[src/rtl/if_fetch.sv]
`default_nettype none
// +--------------------------------------------------------------------------+
// | if_fetch : instruction-fetch stage, one SRAM request in flight, AdEL,     |
// |            decode redirect and writeback flush.          Revision: 1.0    |
// +--------------------------------------------------------------------------+
module if_fetch #(
  parameter logic [31:0] RESET_PC = 32'hBFC0_0000
) (
  input  logic        clk,
  input  logic        rst,
  input  logic        id_allowin_in,
  input  logic [31:0] id_nextPC_in,
  input  logic        wb_ClrStpJmp_in,
  input  logic [31:0] wb_cp0_res_in,
  output logic        inst_req,
  output logic [31:0] inst_addr,
  input  logic        inst_addr_ok,
  input  logic        inst_data_ok,
  input  logic [31:0] inst_rdata,
  output logic        if_valid_out,
  output logic [31:0] if_PC_out,
  output logic [31:0] if_NPC_out,
  output logic [31:0] if_NNPC_out,
  output logic [31:0] if_NPC_fast_out,
  output logic [31:0] if_Instruct_out,
  output logic        if_exception_out,
  output logic [4:0]  if_ExcCode_out,
  output logic [31:0] if_error_VAddr_out
);

  typedef enum logic [1:0] {
    IDLE = 2'd0,
    REQ  = 2'd1,
    WAIT = 2'd2,
    HOLD = 2'd3
  } state_t;

  localparam logic [4:0] C_EXC_ADEL = 5'h04;

  state_t      r_state;
  state_t      w_state_nxt;
  logic [31:0] r_fetch_pc;
  logic [31:0] w_fetch_pc_nxt;
  logic        r_cancel;
  logic        w_cancel_nxt;
  logic        w_load_inst;
  logic        w_load_adel;
  logic        w_aligned;
  logic        w_addr_hs;
  logic        w_fire;

  logic [31:0] r_pc;
  logic [31:0] r_npc;
  logic [31:0] r_nnpc;
  logic [31:0] r_instr;
  logic        r_exc;
  logic [4:0]  r_exccode;
  logic [31:0] r_evaddr;

  assign w_aligned    = (r_fetch_pc[1:0] == 2'b00);
  assign inst_req     = (r_state == REQ) && w_aligned;
  assign inst_addr    = r_fetch_pc;
  assign w_addr_hs    = inst_req && inst_addr_ok;
  assign if_valid_out = (r_state == HOLD);
  assign w_fire       = if_valid_out && id_allowin_in;

  always_ff @(posedge clk or posedge rst) begin
    if (rst) begin
      r_state    <= IDLE;
      r_fetch_pc <= RESET_PC;
      r_cancel   <= 1'b0;
    end else begin
      r_state    <= w_state_nxt;
      r_fetch_pc <= w_fetch_pc_nxt;
      r_cancel   <= w_cancel_nxt;
    end
  end

  // Flush overrides everything: it always retargets fetch_pc, and any
  // request already accepted by the SRAM is marked stale instead of aborted.
  always_comb begin
    w_state_nxt    = r_state;
    w_fetch_pc_nxt = r_fetch_pc;
    w_cancel_nxt   = r_cancel;
    w_load_inst    = 1'b0;
    w_load_adel    = 1'b0;
    if (wb_ClrStpJmp_in) begin
      w_fetch_pc_nxt = wb_cp0_res_in;
    end
    case (r_state)
      IDLE: begin
        w_state_nxt = REQ;
      end
      REQ: begin
        if (!w_aligned) begin
          if (!wb_ClrStpJmp_in) begin
            w_load_adel = 1'b1;
            w_state_nxt = HOLD;
          end
        end else if (w_addr_hs) begin
          w_state_nxt  = WAIT;
          w_cancel_nxt = wb_ClrStpJmp_in;
        end
      end
      WAIT: begin
        if (inst_data_ok) begin
          w_cancel_nxt = 1'b0;
          if (r_cancel || wb_ClrStpJmp_in) begin
            w_state_nxt = REQ;
          end else begin
            w_load_inst = 1'b1;
            w_state_nxt = HOLD;
          end
        end else if (wb_ClrStpJmp_in) begin
          w_cancel_nxt = 1'b1;
        end
      end
      HOLD: begin
        if (wb_ClrStpJmp_in) begin
          w_state_nxt = REQ;
        end else if (w_fire) begin
          w_fetch_pc_nxt = id_nextPC_in;
          w_state_nxt    = REQ;
        end
      end
      default: begin
        w_state_nxt = IDLE;
      end
    endcase
  end

  always_ff @(posedge clk or posedge rst) begin
    if (rst) begin
      r_pc      <= 32'h0;
      r_npc     <= 32'h0;
      r_nnpc    <= 32'h0;
      r_instr   <= 32'h0;
      r_exc     <= 1'b0;
      r_exccode <= 5'h0;
      r_evaddr  <= 32'h0;
    end else if (w_load_inst || w_load_adel) begin
      r_pc      <= r_fetch_pc;
      r_npc     <= r_fetch_pc + 32'd4;
      r_nnpc    <= r_fetch_pc + 32'd8;
      r_instr   <= w_load_inst ? inst_rdata : 32'h0;
      r_exc     <= w_load_adel;
      r_exccode <= w_load_adel ? C_EXC_ADEL : 5'h0;
      r_evaddr  <= w_load_adel ? r_fetch_pc : 32'h0;
    end
  end

  assign if_PC_out          = r_pc;
  assign if_NPC_out         = r_npc;
  assign if_NNPC_out        = r_nnpc;
  assign if_NPC_fast_out    = r_pc + 32'd4;
  assign if_Instruct_out    = r_instr;
  assign if_exception_out   = r_exc;
  assign if_ExcCode_out     = r_exccode;
  assign if_error_VAddr_out = r_evaddr;

endmodule
`default_nettype wire
[config.mk]
export PLATFORM = sky130hd
export DESIGN_NAME = if_fetch
export DESIGN_NICKNAME = d
export VERILOG_FILES = /design/src/rtl/if_fetch.sv
export SDC_FILE = /design/constraint.sdc
export NUM_CORES = 1
export LEC_CHECK = 0
export BUFFER_PORTS_ARGS = -buffer_cell sky130_fd_sc_hd__buf_2
export CORE_MARGIN = 5
export CORE_UTILIZATION = 25
export CTS_CLUSTER_DIAMETER = 30
export DETAILED_ROUTE_END_ITERATION = 16
export PLACE_DENSITY_LB_ADDON = 0.1
export SLEW_MARGIN = 10
export SYNTH_ARGS = -nofsm -noshare
export SYNTH_HDL_FRONTEND = slang
export SYNTH_SLANG_ARGS = --single-unit
[constraint.sdc]
create_clock -name clk -period 13.35 [get_ports clk]
set_input_delay 2.0025 -clock clk [delete_from_list [all_inputs] [get_ports clk]]
set_output_delay 2.0025 -clock clk [all_outputs]
set_load 0.05 [all_outputs]
==> impl_metrics.json <==
{
  "status": "finished clean",
  "crit_arrival_ns": 5.03,
  "critPathMaxStageDelay_ns": 0.92,
  "vias": 7512,
  "postCtsSetupRepairBufs": 0,
  "synth_compound_area_frac": 0.122,
  "critPathMaxFanout": 102,
  "cts_sinks": 191,
  "grt_pass1_vias": 7805,
  "nNetsFinal": 1293,
  "fillers": 3860,
  "cts_max_level": 4,
  "path_common_cell": "buf_4",
  "crit_buf_inv": 4,
  "layout.cells.non_filler": 1665,
  "synth_xor_area_frac": 0.0751,
  "power_leakage_uw": 0.00572,
  "drt_first_iter_violations": 351,
  "synthFlopType": "dfrtp_1",
  "grt_start_max_net_pins": 125,
  "cts_buffer_depth": 2,
  "ys_seq_area_frac": 0.520,
  "tightest_slew_ns": 1.10,
  "hold_viol_final": 0,
  "yosys.area.top_type": "dfrtp_1",
  "holdCritPathClass": "reg2reg",
  "avgViaCountPerCell": 4.51,
  "crit_type": "in2reg",
  "setup_viol": 0,
  "die_width_um": 202,
  "syn_area_um2": 9210,
  "numCtsBuffers": 17,
  "max-cap-violations": 0,
  "fin_crit_ns": 4.76,
  "cts-root-buf": "clkbuf_16",
  "powerDensity_nw_per_um2": 304,
  "netlist.area_leader.share": 0.494,
  "grtUsageTotal": 0.158,
  "synth-edff-count": 0,
  "fp-row-count": 70,
  "port_buffers": 329,
  "synth_adder_area_share": 0.00815,
  "max_freq_mhz": 210,
  "max_slew_margin": 0.265,
  "synth_seq_cells": 191,
  "postCtsHoldBufs": 0,
  "postSynthAreaPerCell_um2": 10.2,
  "synth_top_family_by_area": "simple AND/OR/NAND/NOR gates",
  "clock_latency_ns": 0.44,
  "synth_cell_type_count": 57,
  "async_reset_ff_frac": 1.00,
  "yosys.area_share.simple": 0.180,
  "peakVddDrop_mv": 0.136,
  "synthMuxAreaShare": 0.0395,
  "tns_ns": 0,
  "route.detailed.drc": 0,
  "cp-end-kind": "flip-flop",
  "core_um2": 36500,
  "diodes": 0,
  "antenna_found_initial": 4,
  "dp.cells": 1634,
  "dp_hpwl_mm": 23.9,
  "period_share": 0.356,
  "fin_util": 0.320,
  "syn_inst": 905,
  "ant_nets": 0,
  "grt_pass1_wl_mm": 49.9,
  "post_cts_resized": 0,
  "cts_tree": "built",
  "die_area_um2": 40800,
  "routedWlPerCell_um": 19.5,
  "drt_pass1_iterations": 5,
  "crit_chain": "buf_2 > buf_4 > nand2b_1 > nor2_4 > nor2_4 > buf_4 > buf_4 > o21ai_0",
  "overflow": 0,
  "place.gp.congestion": 0.771,
  "synth_area_leaders": "dfrtp_1 (49%), nand2_1 (6.7%), a22o_1 (6.1%)",
  "yosys_warnings": 0,
  "area_growth_pct": 26.7,
  "initial_core_util": 0.252,
  "start_kind": "input port",
  "cp_slowest_cell": "buf_4",
  "path_delay_family": "buffers and inverters",
  "report.final.slew_viol_count": 0,
  "drive_gt1_frac": 0.343,
  "skew_ns": 0.0136,
  "worstPathRequired_ns": 13.62,
  "path_clk_slew_ns": 0.07,
  "rsz0062_at_grt": "no",
  "wl_mm": 32.5,
  "ios": 334,
  "die_y_um": 202
}
[Yosys cell counts (all sizes together), types with 2 or more instances]
cell      n
nand3    29
o21a      2
o21bai    4
and2      5
nor2     78
ha        6
nor3     14
inv      14
xor2     37
or3       3
nand4    20
dfstp     9
buf      63
a21oi    55
xnor2    42
o21ai    31
nand2   165
a221o     2
mux2i    33
nor4     10
mux2      3
and4      2
a311oi    2
a22o     64
clkbuf   17
dfrtp   182
[cells by family (layout without fill, tap and decap cells)]
kind of cell,Yosys count,after routing
and+or+nand+nor,334,334
DFF,191,191
AOI/OAI and AO/OA,164,164
buffers and inverters,94,383
xor gates and xnor gates,79,79
muxes,36,36
adders and majority gates,6,6
other,1,4
[sequential cells by signal, summed over array words and instances, names as in the netlist]
name                flops
if_NNPC_out            29
if_Instruct_out        32
r_cancel                1
r_state                 2
inst_addr              32
if_error_VAddr_out     32
if_ExcCode_out          1
if_NPC_out             30
if_PC_out              32
[cell type report]
| type | count | area, um^2 | area share |
|---|---|---|---|
| multi-input combinational | 623 | 3940 | 0.338 |
| inverter | 14 | 60.1 | 0.00515 |
| tap | 468 | 586 | 0.0502 |
| clock inverter | 13 | 139 | 0.0119 |
| clock buffer | 18 | 439 | 0.0376 |
| sequential | 191 | 4790 | 0.410 |
| timing repair buffer | 338 | 1710 | 0.147 |
[through the flow]
step / hold slack, ns / setup WS, ns / power (uW) / instance area, um^2
2_1_floorplan: 0.539 / 6.16 / 2550 / 9220
3_3_place_gp: 0.460 / 8.16 / 3060 / 11100
3_5_place_dp: 0.460 / 8.05 / 3070 / 11100
4_1_cts: 0.476 / 8.55 / 3600 / 11700
5_1_grt: 0.506 / 8.27 / 3750 / 11700
6_report: 0.477 / 8.59 / 3550 / 11700
[tightest hold or removal path, stage by stage, from the launching register on]
cell and delay, ns:
dfrtp_1 0.35, nand2_1 0.05, nand2_1 0.05
[cell usage in the layout (no fill, tap or decap), types with 4 or more instances in the layout]
cell / count
inv_1: 13
nor2_1: 75
nand4_4: 4
o21ai_1: 18
nor4_1: 4
xor2_1: 37
mux2i_1: 33
clkinv_2: 4
a22o_1: 64
and2_1: 5
nor3_1: 10
buf_2: 329
o21ai_0: 11
dfstp_2: 9
conb_1: 4
dfrtp_1: 182
clkbuf_16: 17
a21oi_1: 55
xnor2_1: 42
nand4_1: 14
buf_4: 9
nor4_4: 5
ha_1: 6
nand2_1: 164
nand3_1: 25
[path summary, 6_finish.rpt]
path                                          end       startpoint  slack, ns  cells after the start
hold reg to reg                     if_NPC_out[3]    if_NPC_out[3]       0.48                      2
hold / removal                      if_NPC_out[3]    if_NPC_out[3]       0.48                      2
max in group asynchronous  if_error_VAddr_out[20]              rst      10.15                      3
min in group asynchronous            if_PC_out[2]              rst       1.68                      2
setup reg to reg                   if_NPC_out[27]       r_state[0]      10.12                      8
setup / recovery                   if_NPC_out[27]  wb_ClrStpJmp_in       8.59                      8
[metal layers]
metal / part of all wire / global-route usage
met5: 0.0014 / 0
met4: 0.012 / 0.0369
met3: 0.060 / 0.0416
met2: 0.46 / 0.246
met1: 0.47 / 0.220
[power by group]
part           leakage (uW)  internal (uW)  switching (uW)
sequential          0.00234            818             269
clock              0.000283            281             240
combinational       0.00310            441            1500
(Power assumes the default switching activity.)
